## src/rtl/mult_pkg.sv

```systemverilog
// Shared types and helpers for the sequential signed add-shift multiplier.
// The sign-extension helper is sized for the widest operand the block supports.
package mult_pkg;

  typedef enum logic [2:0] {
    IDLE  = 3'd0,
    ADD   = 3'd1,
    SHIFT = 3'd2,
    DONE  = 3'd3,
    HOLD  = 3'd4
  } state_t;

  // Widest operand the helper below can handle.
  localparam int MAX_W = 64;

  // Returns the one extra bit needed to sign-extend a w-bit value by one
  // position, i.e. bit w-1 of v. Callers zero-extend their operand to MAX_W.
  function automatic logic sext1(input logic [MAX_W-1:0] v, input int unsigned w);
    logic [MAX_W-1:0] mask;
    mask = {{(MAX_W-1){1'b0}}, 1'b1} << (w - 1);
    return |(v & mask);
  endfunction

endpackage

```

## src/rtl/add_sub_n.sv

```systemverilog
// Combinational WIDTH-bit adder/subtractor: y = a + b (fn=0) or a - b (fn=1).
// The carry/borrow out is intentionally discarded.
module add_sub_n #(
  parameter int WIDTH = 9
) (
  input  logic [WIDTH-1:0] a,
  input  logic [WIDTH-1:0] b,
  input  logic             fn,
  output logic [WIDTH-1:0] y
);

  always_comb begin
    y = fn ? (a - b) : (a + b);
  end

endmodule

```

## src/rtl/mult_seq_n.sv

```systemverilog
// Sequential signed add-shift multiplier with start/busy/done handshake.
// {X,A,B} is the accumulator/multiplier shift chain; the product is {A,B}.
module mult_seq_n
  import mult_pkg::*;
#(
  parameter  int WIDTH = 8,
  localparam int CNT_W = $clog2(WIDTH)
) (
  input  logic               clk,
  input  logic               reset_n,
  input  logic               load_b,
  input  logic               clear_a,
  input  logic               start,
  input  logic [WIDTH-1:0]   operand,
  output logic               busy,
  output logic               done,
  output logic               x_out,
  output logic [WIDTH-1:0]   a_out,
  output logic [WIDTH-1:0]   b_out,
  output logic [2*WIDTH-1:0] product,
  output logic               ovf
);

  state_t             state_q, state_d;
  logic               x_q, x_d;
  logic [WIDTH-1:0]   a_q, a_d;
  logic [WIDTH-1:0]   b_q, b_d;
  logic [WIDTH-1:0]   s_q, s_d;
  logic [CNT_W-1:0]   cnt_q, cnt_d;
  logic               busy_q, busy_d;
  logic               done_q, done_d;
  logic               ovf_q, ovf_d;

  logic               last_iter;
  logic [WIDTH:0]     a_ext;
  logic [WIDTH:0]     s_ext;
  logic [WIDTH:0]     sum;
  logic [WIDTH-1:0]   a_sh;
  logic [WIDTH-1:0]   b_sh;

  assign last_iter = (cnt_q == CNT_W'(WIDTH - 1));

  assign a_ext = {sext1(MAX_W'(a_q), WIDTH), a_q};
  assign s_ext = {sext1(MAX_W'(s_q), WIDTH), s_q};

  // The final iteration weighs the multiplier sign bit negatively, so it subtracts.
  add_sub_n #(
    .WIDTH (WIDTH + 1)
  ) u_add_sub (
    .a  (a_ext),
    .b  (s_ext),
    .fn (last_iter),
    .y  (sum)
  );

  assign a_sh = {x_q, a_q[WIDTH-1:1]};
  assign b_sh = {a_q[0], b_q[WIDTH-1:1]};

  always_comb begin
    // NOTE: every variable gets a default before the case so no path leaves it
    // unassigned, which would otherwise infer a latch.
    state_d = state_q;
    x_d     = x_q;
    a_d     = a_q;
    b_d     = b_q;
    s_d     = s_q;
    cnt_d   = cnt_q;
    ovf_d   = ovf_q;

    unique case (state_q)
      IDLE: begin
        if (load_b) begin
          b_d = operand;
        end else if (clear_a) begin
          x_d = 1'b0;
          a_d = '0;
        end else if (start) begin
          s_d     = operand;
          x_d     = 1'b0;
          a_d     = '0;
          cnt_d   = '0;
          state_d = ADD;
        end
      end

      ADD: begin
        if (b_q[0]) begin
          {x_d, a_d} = sum;
        end
        state_d = SHIFT;
      end

      SHIFT: begin
        a_d = a_sh;
        b_d = b_sh;
        if (last_iter) begin
          // Product fits in WIDTH signed bits only if A and X replicate B's MSB.
          ovf_d   = (a_sh != {WIDTH{b_sh[WIDTH-1]}}) || (x_q != b_sh[WIDTH-1]);
          state_d = DONE;
        end else begin
          cnt_d   = cnt_q + CNT_W'(1);
          state_d = ADD;
        end
      end

      DONE: begin
        state_d = start ? HOLD : IDLE;
      end

      HOLD: begin
        if (!start) begin
          state_d = IDLE;
        end
      end

      default: begin
        state_d = IDLE;
      end
    endcase

    busy_d = (state_d == ADD) || (state_d == SHIFT) || (state_d == DONE);
    done_d = (state_d == DONE);
  end

  always_ff @(posedge clk) begin
    // NOTE: sequential state uses non-blocking assignments so every register
    // samples the pre-edge values, independent of statement order.
    if (!reset_n) begin
      state_q <= IDLE;
      x_q     <= 1'b0;
      a_q     <= '0;
      b_q     <= '0;
      s_q     <= '0;
      cnt_q   <= '0;
      busy_q  <= 1'b0;
      done_q  <= 1'b0;
      ovf_q   <= 1'b0;
    end else begin
      state_q <= state_d;
      x_q     <= x_d;
      a_q     <= a_d;
      b_q     <= b_d;
      s_q     <= s_d;
      cnt_q   <= cnt_d;
      busy_q  <= busy_d;
      done_q  <= done_d;
      ovf_q   <= ovf_d;
    end
  end

  assign busy    = busy_q;
  assign done    = done_q;
  assign x_out   = x_q;
  assign a_out   = a_q;
  assign b_out   = b_q;
  assign product = {a_q, b_q};
  assign ovf     = ovf_q;

endmodule

```

## config.mk

```make
export PLATFORM = sky130hd
export DESIGN_NAME = mult_seq_n
export DESIGN_NICKNAME = d
export VERILOG_FILES = /design/src/rtl/mult_pkg.sv /design/src/rtl/add_sub_n.sv /design/src/rtl/mult_seq_n.sv
export SDC_FILE = /design/constraint.sdc
export NUM_CORES = 1
export LEC_CHECK = 0
export ABC_CLOCK_PERIOD_IN_PS = 3600
export BUFFER_PORTS_ARGS = -buffer_cell sky130_fd_sc_hd__buf_4
export CAP_MARGIN = 20
export CORE_MARGIN = 4
export CORE_UTILIZATION = 28
export CTS_BUF_LIST = sky130_fd_sc_hd__clkbuf_16
export DETAILED_ROUTE_END_ITERATION = 12
export PLACE_DENSITY = 0.56
export SYNTH_ARGS = -nofsm -noshare
export SYNTH_HDL_FRONTEND = slang
export SYNTH_HIERARCHICAL = 1
export SYNTH_SLANG_ARGS = --single-unit
```

## constraint.sdc

```tcl
create_clock -name clk -period 3.6 [get_ports clk]
set_clock_uncertainty 0.1 [all_clocks]
set_input_delay 1.08 -clock clk [delete_from_list [all_inputs] [get_ports clk]]
set_output_delay 1.08 -clock clk [all_outputs]
set_load 0.03 [all_outputs]
```

==> results.env <==
CAP_VIOL_MAX_COUNT=0
SYNTH_SEQ_AREA_SHARE=0.2874
SYNTH_TOP_CELLS_BY_AREA='sky130_fd_sc_hd__dfxtp_1 (29%), sky130_fd_sc_hd__mux2i_1 (6.8%), sky130_fd_sc_hd__and3b_1 (6.3%)'
RUN_STATUS='completed'
SYNTH_ASYNC_SR_FLOP_SHARE=0
CTS_ROOT_BUFFER_TYPE='sky130_fd_sc_hd__clkbuf_16'
ANTENNA_CELLS=0
SYNTHESIS.NETS=302
ROWS=33
DESIGN.DIE.AREA_UM2=9994
FINAL_PERIOD_MINUS_WORST_SETUP_SLACK_PS=3017
SYNTHESIS.INSTANCES=277
START_UTIL=0.2883
DRT_DRC_VIOLATIONS_LEFT=0
PLACED_CELL_AREA_UM2=2641
SYNTHMOSTINSTANTIATEDCELL='sky130_fd_sc_hd__dfxtp_1'
CAPTURING_ELEMENT_OF_THE_WORST_SETUP_PATH='a_out[7]'
CPPEAKSTAGEDELAY_PS=410
CLKLATENCYLATEPIN_PS=280
FINALSETUPVIOLCOUNT=0
POWER.DENSITY_CELL_AREA_nW_PER_UM2=439.7
CRITICAL_PATH.MOST_COMMON_CELL='sky130_fd_sc_hd__ha_1'
YS_FF_LATCH=34
FINAL_WEIGHTED_CONGESTION_IN_ROUTABILITY_DRIVEN_PLACEMENT=0.7999
GRT_FIRST_PASS_WIRELENGTH_MM=9.321
FIN_AREA_UM2=2835
GRT_PASS1_VIAS=1899
CLK_PIN_SLEW_WORST_PATHS_PS=60
WORST-SETUP-PATH-TYPE='register to register'
FINALWIRELENGTH_MM=5.767
SYN-MEAN-INSTANCE-AREA_UM2=8.551
TIMING.FINAL.MAX_SLEW_VIOLATIONS=0
CRITICAL_PATH.MAX_FANOUT=11
CP-END-KIND='register'
WORSTPATHBUFFERINVERTERCOUNT=1
FINAL.PERIOD_UTILIZATION=0.8380
POST_CTS_SIZING_COUNT=0
HP-CLASS='register to register'
SYN-CELL-AREA_UM2=2369
POWER.TOTAL_mW=1.247
DIE_HEIGHT_UM=99.97
P_LEAK_nW=1.266
TIMING.MAX_SLEW.REL_SLACK=0.3522
TIGHTESTPINTRANSITION_PS=964.3
SYNTH-WARNING-COUNT=6
SETUP.WORST_PATH.START='cnt_q[0]'
DRT_FIRST_ITER_VIOLATIONS=48
SYNTHDOMINANTCELLAREASHARE=0.2874
AVGVIACOUNTPERCELL=4.990
WORSTPATHARRIVAL_PS=3060
FINAL_CELL_COUNT_NO_FILL=404
POSTROUTEANTENNANETS=0
TIMING.RR.START='cnt_q[0]'
YOSYS.AREA.TOP_TYPE='sky130_fd_sc_hd__dfxtp_1'
ESTIMATED_WIRELENGTH_OF_THE_DETAIL_PLACED_DESIGN_MM=4.227
CTS.HTREE.LEVELS=2
TIMING.RR.END='a_out[7]'
START_KIND='register'
REQUIRED_PS=3650
FLOORPLAN.CORE_AREA_UM2=8217
REGTOREGSETUPSLACK_PS=580
IO-PIN-COUNT=49
FINAL_UTIL=0.3451
WHS_PS=379.7
GRT_START_MAX_NET_PINS=30
FINAL_NETS=323
FLOW.AREA_GROWTH_FROM_SYNTHESIS_PCT=19.70
CRITICAL_PATH.TOP_DELAY_FAMILY='adder cells'
CTS_TREE='done'
YS.FLOP_TYPE='sky130_fd_sc_hd__dfxtp_1'
CTS_HOLD_BUF=0
CLOCK_PATH_BUFFERS=2
GRT_UTIL_ALL_LAYERS=0.1146
ROUTE.VIAS.TOTAL=2016
CRITICAL_PATH_DEPTH=13
DR.PASS1.ITERS=4
DP_CELLS=396
CP_CELL_SEQUENCE='ha_1 > ha_1 > mux2_2 > inv_1 > ha_1 > nor2b_1 > o31a_1 > o21ai_1 > a21boi_1 > xor2_1 > and3b_1 > o21ai_0 > mux2i_1'
FINAL_CRITICAL_PATH_SETUP_SLACK_PS=583.2
IO_BUFFER_COUNT=48
TOTALNEGATIVESETUPSLACK_PS=0
DRIVE_GT1_FRAC=0.2241
GRT_OVERFLOW=0
FINALHOLDVIOLCOUNT=0
TIMING.FMAX_MHz=331.5
CTS-BUFFERS-INSERTED=5
DPL_WORST_SLACK_PS=603.8
SYNTH_EDF_COUNT=0
CTS.SINK_COUNT=34
VDD_IR_DROP_MAX_mV=0.1857
INITIAL_ANTENNA_VIOLATION_COUNT=0
GRT_SETUP_UNREPAIRED='false'
FLOORPLAN.DIE.WIDTH_UM=99.97
TIMING.CRITICAL_PATH.SLOWEST_STAGE_CELL='sky130_fd_sc_hd__mux2_2'
NETLIST_TOP_CELLS_COUNT='sky130_fd_sc_hd__dfxtp_1 (34), sky130_fd_sc_hd__a21oi_1 (24), sky130_fd_sc_hd__o21ai_0 (22)'
POST-CTS-SETUP-BUFFER-COUNT=0
DRT-WIRELENGTH-PER-CELL_UM=14.27
YOSYSUNIQUECELLTYPES=54
R2R_CELLS=13
-- how the worst min path moves through the flow --
| stage | start | to | slack [ps] | depth (start not counted) |
|---|---|---|---|---|
| final | cnt_q[0] | cnt_q[0] | 380 | 1 |
| after global routing | cnt_q[2] | cnt_q[2] | 420 | 2 |
| after CTS | cnt_q[0] | cnt_q[0] | 380 | 1 |
| after detailed placement | cnt_q[0] | cnt_q[0] | 370 | 1 |
| after global placement | cnt_q[1] | cnt_q[1] | 360 | 2 |
| after floorplan | cnt_q[0] | cnt_q[0] | 350 | 1 |
-- sequential cells by signal (all words and copies together) (netlist names), 3 cells and up --
register  count
s_q           8
cnt_q         3
state_q       3
a_out         8
b_out         8
-- routing by layer --
metal	track usage	wire, µm	part of all wire
met4	0.03938	83	0.014
met5	0	0	0
met1	0.1529	2813	0.49
met3	0.03197	280	0.049
met2	0.1780	2590	0.45
-- worst register-to-register path, stage by stage (launching register included) --
cell,delay [ps]
sky130_fd_sc_hd__dfxtp_1,350
sky130_fd_sc_hd__ha_1,150
sky130_fd_sc_hd__ha_1,370
sky130_fd_sc_hd__mux2_2,410
sky130_fd_sc_hd__inv_1,60
sky130_fd_sc_hd__ha_1,210
sky130_fd_sc_hd__nor2b_1,140
sky130_fd_sc_hd__o31a_1,260
sky130_fd_sc_hd__o21ai_1,160
sky130_fd_sc_hd__a21boi_1,100
sky130_fd_sc_hd__xor2_1,160
sky130_fd_sc_hd__and3b_1,170
sky130_fd_sc_hd__o21ai_0,140
sky130_fd_sc_hd__mux2i_1,90
-- layout make-up --
| cell class | instances | area, µm² |
|---|---|---|
| clock buffer | 5 | 125.1 |
| clock inverter | 3 | 68.82 |
| fill | 855 | 5381 |
| inverter | 10 | 37.54 |
| multi-input combinational | 199 | 1431 |
| sequential | 34 | 680.7 |
| tap | 105 | 131.4 |
| timing repair buffer | 48 | 360.3 |
-- placed cells by master, fill, tap and decap left out, types with 3 or more instances in the layout --
cell / netlist / layout
sky130_fd_sc_hd__clkbuf_16: 0 / 5
sky130_fd_sc_hd__and3b_1: 17 / 17
sky130_fd_sc_hd__o21a_1: 3 / 3
sky130_fd_sc_hd__nand3_1: 9 / 9
sky130_fd_sc_hd__nor2_1: 11 / 11
sky130_fd_sc_hd__ha_1: 11 / 11
sky130_fd_sc_hd__nand2b_1: 3 / 3
sky130_fd_sc_hd__xnor2_1: 11 / 11
sky130_fd_sc_hd__mux2i_1: 16 / 16
sky130_fd_sc_hd__nand2_1: 16 / 16
sky130_fd_sc_hd__nor2b_1: 3 / 3
sky130_fd_sc_hd__dfxtp_1: 34 / 34
sky130_fd_sc_hd__inv_1: 9 / 9
sky130_fd_sc_hd__buf_4: 17 / 48
sky130_fd_sc_hd__a21oi_1: 24 / 24
sky130_fd_sc_hd__a211oi_1: 8 / 8
sky130_fd_sc_hd__nor3_1: 5 / 5
sky130_fd_sc_hd__o21ai_0: 22 / 22
-- cell families (layout without fill, tap and decap cells) --
family / after synthesis / count (layout) / synth area share
and+or+nand+nor: 86 / 86 / 0.2340
AOI/OAI and AO/OA: 71 / 71 / 0.1833
buffers and inverters: 44 / 66 / 0.1083
DFF: 34 / 34 / 0.2874
muxes: 17 / 17 / 0.07237
xor gates and xnor gates: 13 / 13 / 0.04807
adders and majority gates: 12 / 12 / 0.06656
-- report_power, final --
group / internal [mW] / switching (mW) / total, mW
Clock: 0.398 / 0.169 / 0.566
Combinational: 0.124 / 0.146 / 0.270
Sequential: 0.390 / 0.0198 / 0.410
Total: 0.912 / 0.334 / 1.25
No activity file was read; power rests on OpenSTA's default activity.
